## src/rtl/display_mux.sv

```systemverilog
// display_mux: time-multiplexed driver for a row of common-anode 7-segment hex digits.
//
// Scans one digit at a time, each for SCAN_DIV clock cycles. A new value is staged in a
// pending register and only promoted to the active register on the frame-wrap tick, so a
// frame never mixes digits from two different values.
//
// Parameters:
//   DIGITS    number of digits (1..8)
//   SCAN_DIV  clock cycles each digit stays selected (>= 2)
//
// Ports:
//   clock       in   system clock, rising edge
//   reset       in   asynchronous, active-high reset
//   enable      in   1 = scan and drive, 0 = blank everything and freeze the scan state
//   load        in   one-cycle strobe capturing value
//   value       in   packed nibbles, nibble k is digit k, digit 0 rightmost
//   hex         out  segments {g,f,e,d,c,b,a}, active-low
//   digit_sel   out  anode enables, active-low, one-hot-low while driving
//   frame_done  out  one-cycle pulse in the cycle after each frame wrap
//
// Build option:
//   DISPLAY_MUX_LZB_EN  leading-zero blanking (digit 0 is never suppressed)

module display_mux #(
  parameter int DIGITS   = 4,
  parameter int SCAN_DIV = 50000
) (
  input  logic                  clock,
  input  logic                  reset,
  input  logic                  enable,
  input  logic                  load,
  input  logic [4*DIGITS-1:0]   value,
  output logic [6:0]            hex,
  output logic [DIGITS-1:0]     digit_sel,
  output logic                  frame_done
);

  localparam int CNT_W = $clog2(SCAN_DIV);
  localparam int IDX_W = (DIGITS > 1) ? $clog2(DIGITS) : 1;

  localparam logic [CNT_W-1:0] CNT_MAX = CNT_W'(SCAN_DIV - 1);
  localparam logic [IDX_W-1:0] IDX_MAX = IDX_W'(DIGITS - 1);
  localparam logic [6:0]       BLANK   = 7'b1111111;

  logic [CNT_W-1:0]    r_cnt;
  logic [IDX_W-1:0]    r_idx;
  logic [4*DIGITS-1:0] r_act;
  logic [4*DIGITS-1:0] r_pend;
  logic                r_pend_v;

  logic                w_tick;
  logic                w_wrap;
  logic [IDX_W-1:0]    w_idx_nxt;
  logic [3:0]          w_nib;
  logic                w_lzb;
  logic [6:0]          w_seg;

  function automatic logic [6:0] seg_code(input logic [3:0] nib);
    logic [6:0] code;
    case (nib)
      4'h0: code = 7'b1000000;
      4'h1: code = 7'b1111001;
      4'h2: code = 7'b0100100;
      4'h3: code = 7'b0110000;
      4'h4: code = 7'b0011001;
      4'h5: code = 7'b0010010;
      4'h6: code = 7'b0000010;
      4'h7: code = 7'b1111000;
      4'h8: code = 7'b0000000;
      4'h9: code = 7'b0010000;
      4'hA: code = 7'b0001000;
      4'hB: code = 7'b0000011;
      4'hC: code = 7'b1000110;
      4'hD: code = 7'b0100001;
      4'hE: code = 7'b0000110;
      default: code = 7'b0001110;
    endcase
    return code;
  endfunction

  assign w_tick = enable && (r_cnt == CNT_MAX);
  assign w_wrap = w_tick && (r_idx == IDX_MAX);

  always_comb begin
    w_idx_nxt = r_idx;
    if (w_tick) begin
      w_idx_nxt = (r_idx == IDX_MAX) ? '0 : r_idx + IDX_W'(1);
    end
  end

  // Select the nibble for the digit about to be driven. Walking from the top digit down
  // lets the same loop track whether everything above (and including) digit k is zero.
  always_comb begin
    logic w_zero_acc;
    w_nib      = 4'h0;
    w_lzb      = 1'b0;
    w_zero_acc = 1'b1;
    for (int k = DIGITS - 1; k >= 0; k--) begin
      w_zero_acc = w_zero_acc && (r_act[4*k +: 4] == 4'h0);
      if (w_idx_nxt == IDX_W'(k)) begin
        w_nib = r_act[4*k +: 4];
`ifdef DISPLAY_MUX_LZB_EN
        w_lzb = w_zero_acc && (k != 0);
`else
        w_lzb = 1'b0;
`endif
      end
    end
  end

  assign w_seg = w_lzb ? BLANK : seg_code(w_nib);

  always_ff @(posedge clock or posedge reset) begin
    if (reset) begin
      r_cnt      <= '0;
      r_idx      <= '0;
      r_act      <= '0;
      r_pend     <= '0;
      r_pend_v   <= 1'b0;
      hex        <= BLANK;
      digit_sel  <= '1;
      frame_done <= 1'b0;
    end else begin
      if (enable) begin
        r_cnt <= w_tick ? '0 : r_cnt + CNT_W'(1);
        r_idx <= w_idx_nxt;
      end

      if (load) begin
        r_pend <= value;
      end

      // A load coinciding with the wrap goes straight to the active register.
      if (w_wrap) begin
        r_pend_v <= 1'b0;
        if (load) begin
          r_act <= value;
        end else if (r_pend_v) begin
          r_act <= r_pend;
        end
      end else if (load) begin
        r_pend_v <= 1'b1;
      end

      frame_done <= w_wrap;

      if (enable) begin
        // Blank for one cycle while the anodes switch to avoid ghosting.
        hex       <= w_tick ? BLANK : w_seg;
        digit_sel <= ~(DIGITS'(1) << w_idx_nxt);
      end else begin
        hex       <= BLANK;
        digit_sel <= '1;
      end
    end
  end

endmodule

```

## config.mk

```make
export PLATFORM = sky130hd
export DESIGN_NAME = display_mux
export DESIGN_NICKNAME = d
export VERILOG_FILES = /design/src/rtl/display_mux.sv
export SDC_FILE = /design/constraint.sdc
export NUM_CORES = 1
export LEC_CHECK = 0
export CAP_MARGIN = 15
export CORE_MARGIN = 8
export CORE_UTILIZATION = 50
export DETAILED_ROUTE_END_ITERATION = 10
export GPL_TIMING_DRIVEN = 0
export PLACE_DENSITY = 0.74
export SYNTH_ARGS = -nofsm -noshare
export SYNTH_HDL_FRONTEND = slang
export SYNTH_SLANG_ARGS = --single-unit
```

## constraint.sdc

```tcl
create_clock -name clock -period 3.5 [get_ports clock]
set_input_delay 0.525 -clock clock [delete_from_list [all_inputs] [get_ports clock]]
set_output_delay 0.525 -clock clock [all_outputs]
set_load 0.1 [all_outputs]
```

==> flow_metrics.tcl, run 1 <==
set metrics [dict create \
    synth_top_family_by_area "multiplexers" \
    cp_max_fo 10 \
    fin_nets 312 \
    reg2reg_slack_ns 0.17 \
    tritoncts "yes" \
    routed_wl_mm 5.56 \
    crit-reg2reg-launch "r_cnt[11]" \
    setup-tns-final_ns 0 \
    initial_utilization 0.519 \
    async_reset_ff_frac 1.00 \
    finalHoldViolations 0 \
    status "completed" \
    die_h_um 91.6 \
    synth-compound-area-share 0.0526 \
    whs_endpoint "r_pend_v" \
    final-seq-area_mm2 0.00159 \
    hold_depth 2 \
    slew_headroom 0.336 \
    pre_cts_ws_ns -0.747 \
    muxShareOfSynthArea 0.168 \
    clk_pin_slew_ns 0.07 \
    drt_first_pass_iters 4 \
    insertion_delay_ns 0.34 \
    critPathCaptureType "flop" \
    maxCapViolCount 0 \
    cts.path.max_buffers 2 \
    io_pins 32 \
    ys_ff_latch 63 \
    num_vias 1920 \
    numPortBuffers 30 \
    syn_avg_cell_area_um2 12.3 \
    hold_start "r_pend_v" \
    cpMaxStageDelayCell "clkdlybuf4s50_1" \
    clock-sinks 63 \
    max_stage_delay_ns 0.52 \
    worstHoldPathType "reg -> reg" \
    grt_pass1_wl_mm 9.69 \
    max_slew.worst_pin.slew_ns 0.993 \
    fmax_mhz 299 \
    reg2reg_depth 12 \
    setup_ws_ns 0.160 \
    drive_gt1_frac 0.280 \
    crit_type "in -> reg" \
    diodes 0 \
    multi_input_area_mm2 0.00120 \
    path_cells "clkdlybuf4s50_1 > nand4_1 > nor4_4 > buf_4 > mux2i_4 > inv_2 > mux2_1 > a222oi_1 > buf_4 > buf_4 > nand2_1 > o221ai_1 > nand2_1" \
    drc 0 \
    final_common_cell "dfrtp_1" \
    synth_fa_ha_area_frac 0.0350 \
    die_area_mm2 0.00839 \
    startpoint_type "primary input" \
    gp_congestion 0.847 \
    wl_per_cell_um 15.4 \
    required_ns 3.75 \
    coreArea_mm2 0.00551 \
    overflow 0 \
    crit_top_cell "buf_4" \
    ant_nets 0 \
    nFillCells 415 \
    ys_types 40 \
    area_delta_synth_final_pct 26.0 \
    peakVddDrop_mv 0.340 \
    dominantRegCellSynth "dfrtp_1" \
    grt_max_degree 36 \
    synthCells 232 \
    worstReg2RegEnd "hex[0]" \
    cp.arrival_ns 3.59 \
    drt-initial-drc-count 161 \
    vias_per_cell 5.32 \
    die_w_um 91.6 \
    synth.cell_area_mm2 0.00286 \
    period_needed_ns 3.34 \
    synthSimpleGateAreaFrac 0.121 \
    layout_common_cells "dfrtp_1, mux2_2, clkdlybuf4s50_1" \
    ys_warn_count 0 \
    cts_buffers 9 \
    htreeDepth 3 \
    period_share 0.954 \
    finalSetupViolCount 0 \
    cts_root_buf "clkbuf_8" \
    skew_ns 0.00571 \
    synthesis.nets 260 \
    track_usage 0.144 \
    power_density_mw_per_mm2 490 \
    rows 27 \
    power_leakage_uw 0.00159 \
    dp_hpwl_mm 3.81 \
    slew_violations 0 \
    grt_pass1_vias 2075 \
    seq_area_frac_synth 0.557 \
    synth_edf_count 0 \
    antenna_found_initial 0 \
    post-route-util 0.654 \
    synth_xor_area_frac 0.0399 \
]
[what timing repair did]
| action | CTS | global route |
|---|---|---|
| hold buffers | 0 | 0 |
| resized for setup | 2 | 0 |
| pin swaps | 2 | 2 |
| endpoints found under the setup margin | 7 | 7 |
| setup buffers | 3 | 7 |
[worst max-delay path: cells and delay by family]
kind	cells	cell delay [ns]
simple gates	4	0.72
compound gates	2	0.47
mux	2	0.67
buf+inv	5	1.21
[cells in the mapped netlist, drive strengths merged, types with 2 or more instances]
master	number	area share
dfrtp	52	0.46
mux2	36	0.14
nor2	14	0.018
nand2	13	0.017
nand3	13	0.023
inv	12	0.016
dfstp	11	0.10
ha	8	0.035
mux2i	7	0.026
xnor2	7	0.021
o211ai	6	0.016
xor2	6	0.018
o21ai	5	0.0088
clkbuf	4	0.0053
nand4	4	0.0088
or3	4	0.0088
a21oi	3	0.0053
buf	3	0.0057
nor3	3	0.0053
o221ai	3	0.0092
nand2b	2	0.0044
nand3b	2	0.0053
nor2b	2	0.0044
nor4	2	0.0096
or4	2	0.0053
[cell families after synthesis]
group / after synthesis
xor+xnor: 13
mux: 43
flops: 63
buf+inv: 19
simple gates: 64
compound gates: 22
fa+ha+maj: 8
[through the flow]
stage	power [uW]	cells	instance area, um^2	hold slack (ns)
2_1_floorplan	941	232	2860	0.443
3_3_place_gp	992	334	3250	0.462
3_5_place_dp	999	335	3270	0.474
4_1_cts	1780	354	3550	0.490
5_1_grt	1830	361	3600	0.518
6_report	1760	361	3600	0.482
[cell type report]
cell class,instances,share of cell area
clock buffer,10,0.0382
buffer,7,0.00869
sequential,63,0.442
clock inverter,6,0.0299
tap,72,0.0250
multi-input combinational,150,0.334
timing repair buffer,41,0.110
inverter,12,0.0125
[worst max path at each step]
stage,from,to,slack [ns],depth (start not counted)
3_3_place_gp,enable,hex[0],-0.71,11
4_1_cts,enable,hex[5],0.12,12
2_1_floorplan,r_cnt[10],hex[4],0.12,9
6_report,enable,hex[0],0.16,13
5_1_grt,enable,hex[0],-0.03,13
3_5_place_dp,enable,hex[0],-0.75,11
[registers in the layout (all words and copies together), names as in the netlist]
register	cells
r_idx	2
r_act	16
r_cnt	16
frame_done	1
r_pend	16
r_pend_v	1
digit_sel	4
hex	7
[where the power goes]
group | internal [uW] | switching [uW] | leakage (uW)
clock network | 490 | 286 | 0.000122
registers | 783 | 39.6 | 0.000786
logic | 72.0 | 92.3 | 0.000686
total | 1340 | 418 | 0.00159
[metal layers]
metal / vias to the layer above / wire (um) / track usage
met5: - / 0 / 0
met4: 0 / 111 / 0.0778
met3: 10 / 153 / 0.0379
met2: 28 / 2820 / 0.233
met1: 952 / 2480 / 0.171
li1: 930 / - / -
No activity file was read; power rests on OpenSTA's default activity.
==> run 2, diff against run 1 <==
- CAP_MARGIN: 15 -> not set
==> flow_metrics.tcl, run 2 (synthesis gave the netlist of run 1 again) <==
set metrics [dict create \
    vias_per_cell 5.32 \
    nFillCells 415 \
    reg2reg_slack_ns 0.17 \
    diodes 0 \
    finalSetupViolCount 0 \
    cp_top_family "buffers and inverters" \
    cp.arrival_ns 3.59 \
    multi_input_area_mm2 0.00120 \
    wl_met2_mm 2.82 \
    die_area_mm2 0.00839 \
    finalHoldViolations 0 \
    antenna_found_initial 0 \
    cts.path.max_buffers 2 \
    worstReg2RegEnd "hex[0]" \
    io_pins 32 \
    largest_registers "r_act (16), r_cnt (16), r_pend (16)" \
    die_w_um 91.6 \
    fmax_mhz 299 \
    period_share 0.954 \
    reg2reg_depth 12 \
    setup-tns-final_ns 0 \
    peakVddDrop_mv 0.340 \
    tritoncts "yes" \
    rows 27 \
    max_slew.worst_pin.slew_ns 0.993 \
    wl_per_cell_um 15.4 \
    power_leakage_uw 0.00159 \
    critPathCaptureType "flop" \
    final-seq-area_mm2 0.00159 \
    htreeDepth 3 \
    pre_cts_ws_ns -0.747 \
    whs_endpoint "r_pend_v" \
    required_ns 3.75 \
    ant_nets 0 \
    cts_buffers 9 \
    slew_headroom 0.336 \
    fin_nets 312 \
    routed_wl_mm 5.56 \
    drc 0 \
    grt_max_degree 36 \
    drive_gt1_frac 0.280 \
    path_cells "clkdlybuf4s50_1 > nand4_1 > nor4_4 > buf_4 > mux2i_4 > inv_2 > mux2_1 > a222oi_1 > buf_4 > buf_4 > nand2_1 > o221ai_1 > nand2_1" \
    cts_root_buf "clkbuf_8" \
    num_vias 1920 \
    die_h_um 91.6 \
    drt_first_pass_iters 4 \
    final_common_cell "dfrtp_1" \
    max_stage_delay_ns 0.52 \
    track_usage 0.144 \
    startpoint_type "primary input" \
    slew_violations 0 \
    placed_area_mm2 0.00327 \
    crit-reg2reg-launch "r_cnt[11]" \
    period_needed_ns 3.34 \
    fin_area_mm2 0.00360 \
    critical_path_buf_inv_count 5 \
    worstHoldPathType "reg -> reg" \
    power_uw 1760 \
    area_delta_synth_final_pct 26.0 \
    numPortBuffers 30 \
    hold_start "r_pend_v" \
    hold_depth 2 \
    crit_type "in -> reg" \
    cpMaxStageDelayCell "clkdlybuf4s50_1" \
    route.layer.met1.wl_mm 2.48 \
    grt_pass1_vias 2075 \
    setup_ws_ns 0.160 \
    insertion_delay_ns 0.34 \
    topRoutingLayerUsed "met4" \
    power_density_mw_per_mm2 490 \
    layout_common_cells "dfrtp_1, mux2_2, clkdlybuf4s50_1" \
    grt_pass1_wl_mm 9.69 \
    dp_hpwl_mm 3.81 \
    cts_hold_buf 0 \
    clock-sinks 63 \
    maxCapViolCount 0 \
    cp_max_fo 10 \
    initial_utilization 0.519 \
    crit_top_cell "buf_4" \
    coreArea_mm2 0.00551 \
    clk_pin_slew_ns 0.07 \
    gp_congestion 0.847 \
    skew_ns 0.00571 \
    wl_met3_um 153 \
    status "completed" \
    drt-initial-drc-count 161 \
    overflow 0 \
]
## run 2: repair_timing
item / CTS / global route
setup buffers: 3 / 7
setup endpoints to repair: 7 / 7
pin swaps: 2 / 2
cloned: 0 / 0
gates resized for setup: 2 / 0
endpoints found under the hold margin: 0 / 0
## run 2: layout make-up
| cell class | count | area share |
|---|---|---|
| inverters | 12 | 0.0125 |
| multi-input cells | 150 | 0.334 |
| well taps | 72 | 0.0250 |
| plain buffers | 7 | 0.00869 |
| clock inverters | 6 | 0.0299 |
| flip-flops and latches | 63 | 0.442 |
| repair buffers | 41 | 0.110 |
| clock buffers | 10 | 0.0382 |
## run 2: through the flow
step,util,hold WS (ns),cells
floorplan,-,0.443,232
global placement,0.590,0.462,334
detailed placement,0.593,0.474,335
CTS,0.644,0.490,354
global route,0.654,0.518,361
finish,0.654,0.482,361
## run 2: how the worst max path moves through the flow
stage,from,end,cells after the start
floorplan,r_cnt[10],hex[4],9
CTS,enable,hex[5],12
finish,enable,hex[0],13
detailed placement,enable,hex[0],11
global placement,enable,hex[0],11
global route,enable,hex[0],13
## run 2: layer usage
metal | global-route usage | up-vias
li1 | - | 930
met1 | 0.171 | 952
met2 | 0.233 | 28
met3 | 0.0379 | 10
met4 | 0.0778 | 0
met5 | 0 | -
## run 2: worst register-to-register path: cells and delay by family (launching register included)
family / cells / cell delay [ns]
buffers and inverters: 4 / 0.69
flip-flops: 1 / 0.45
AND/OR/NAND/NOR: 4 / 0.96
AO/OA/AOI/OAI: 2 / 0.47
multiplexers: 2 / 0.67
## run 2: where the power goes
group,leakage [uW],internal (uW),switching [uW]
Combinational,0.000686,72.0,92.3
Clock,0.000122,490,286
Sequential,0.000786,783,39.6
Total,0.00159,1340,418
==> run 3, diff against run 2 <==
- HOLD_SLACK_MARGIN: not set -> 0.06
==> results of run 3 <==
Same layout as run 2: the final DEF is identical, and so are final timing and power.
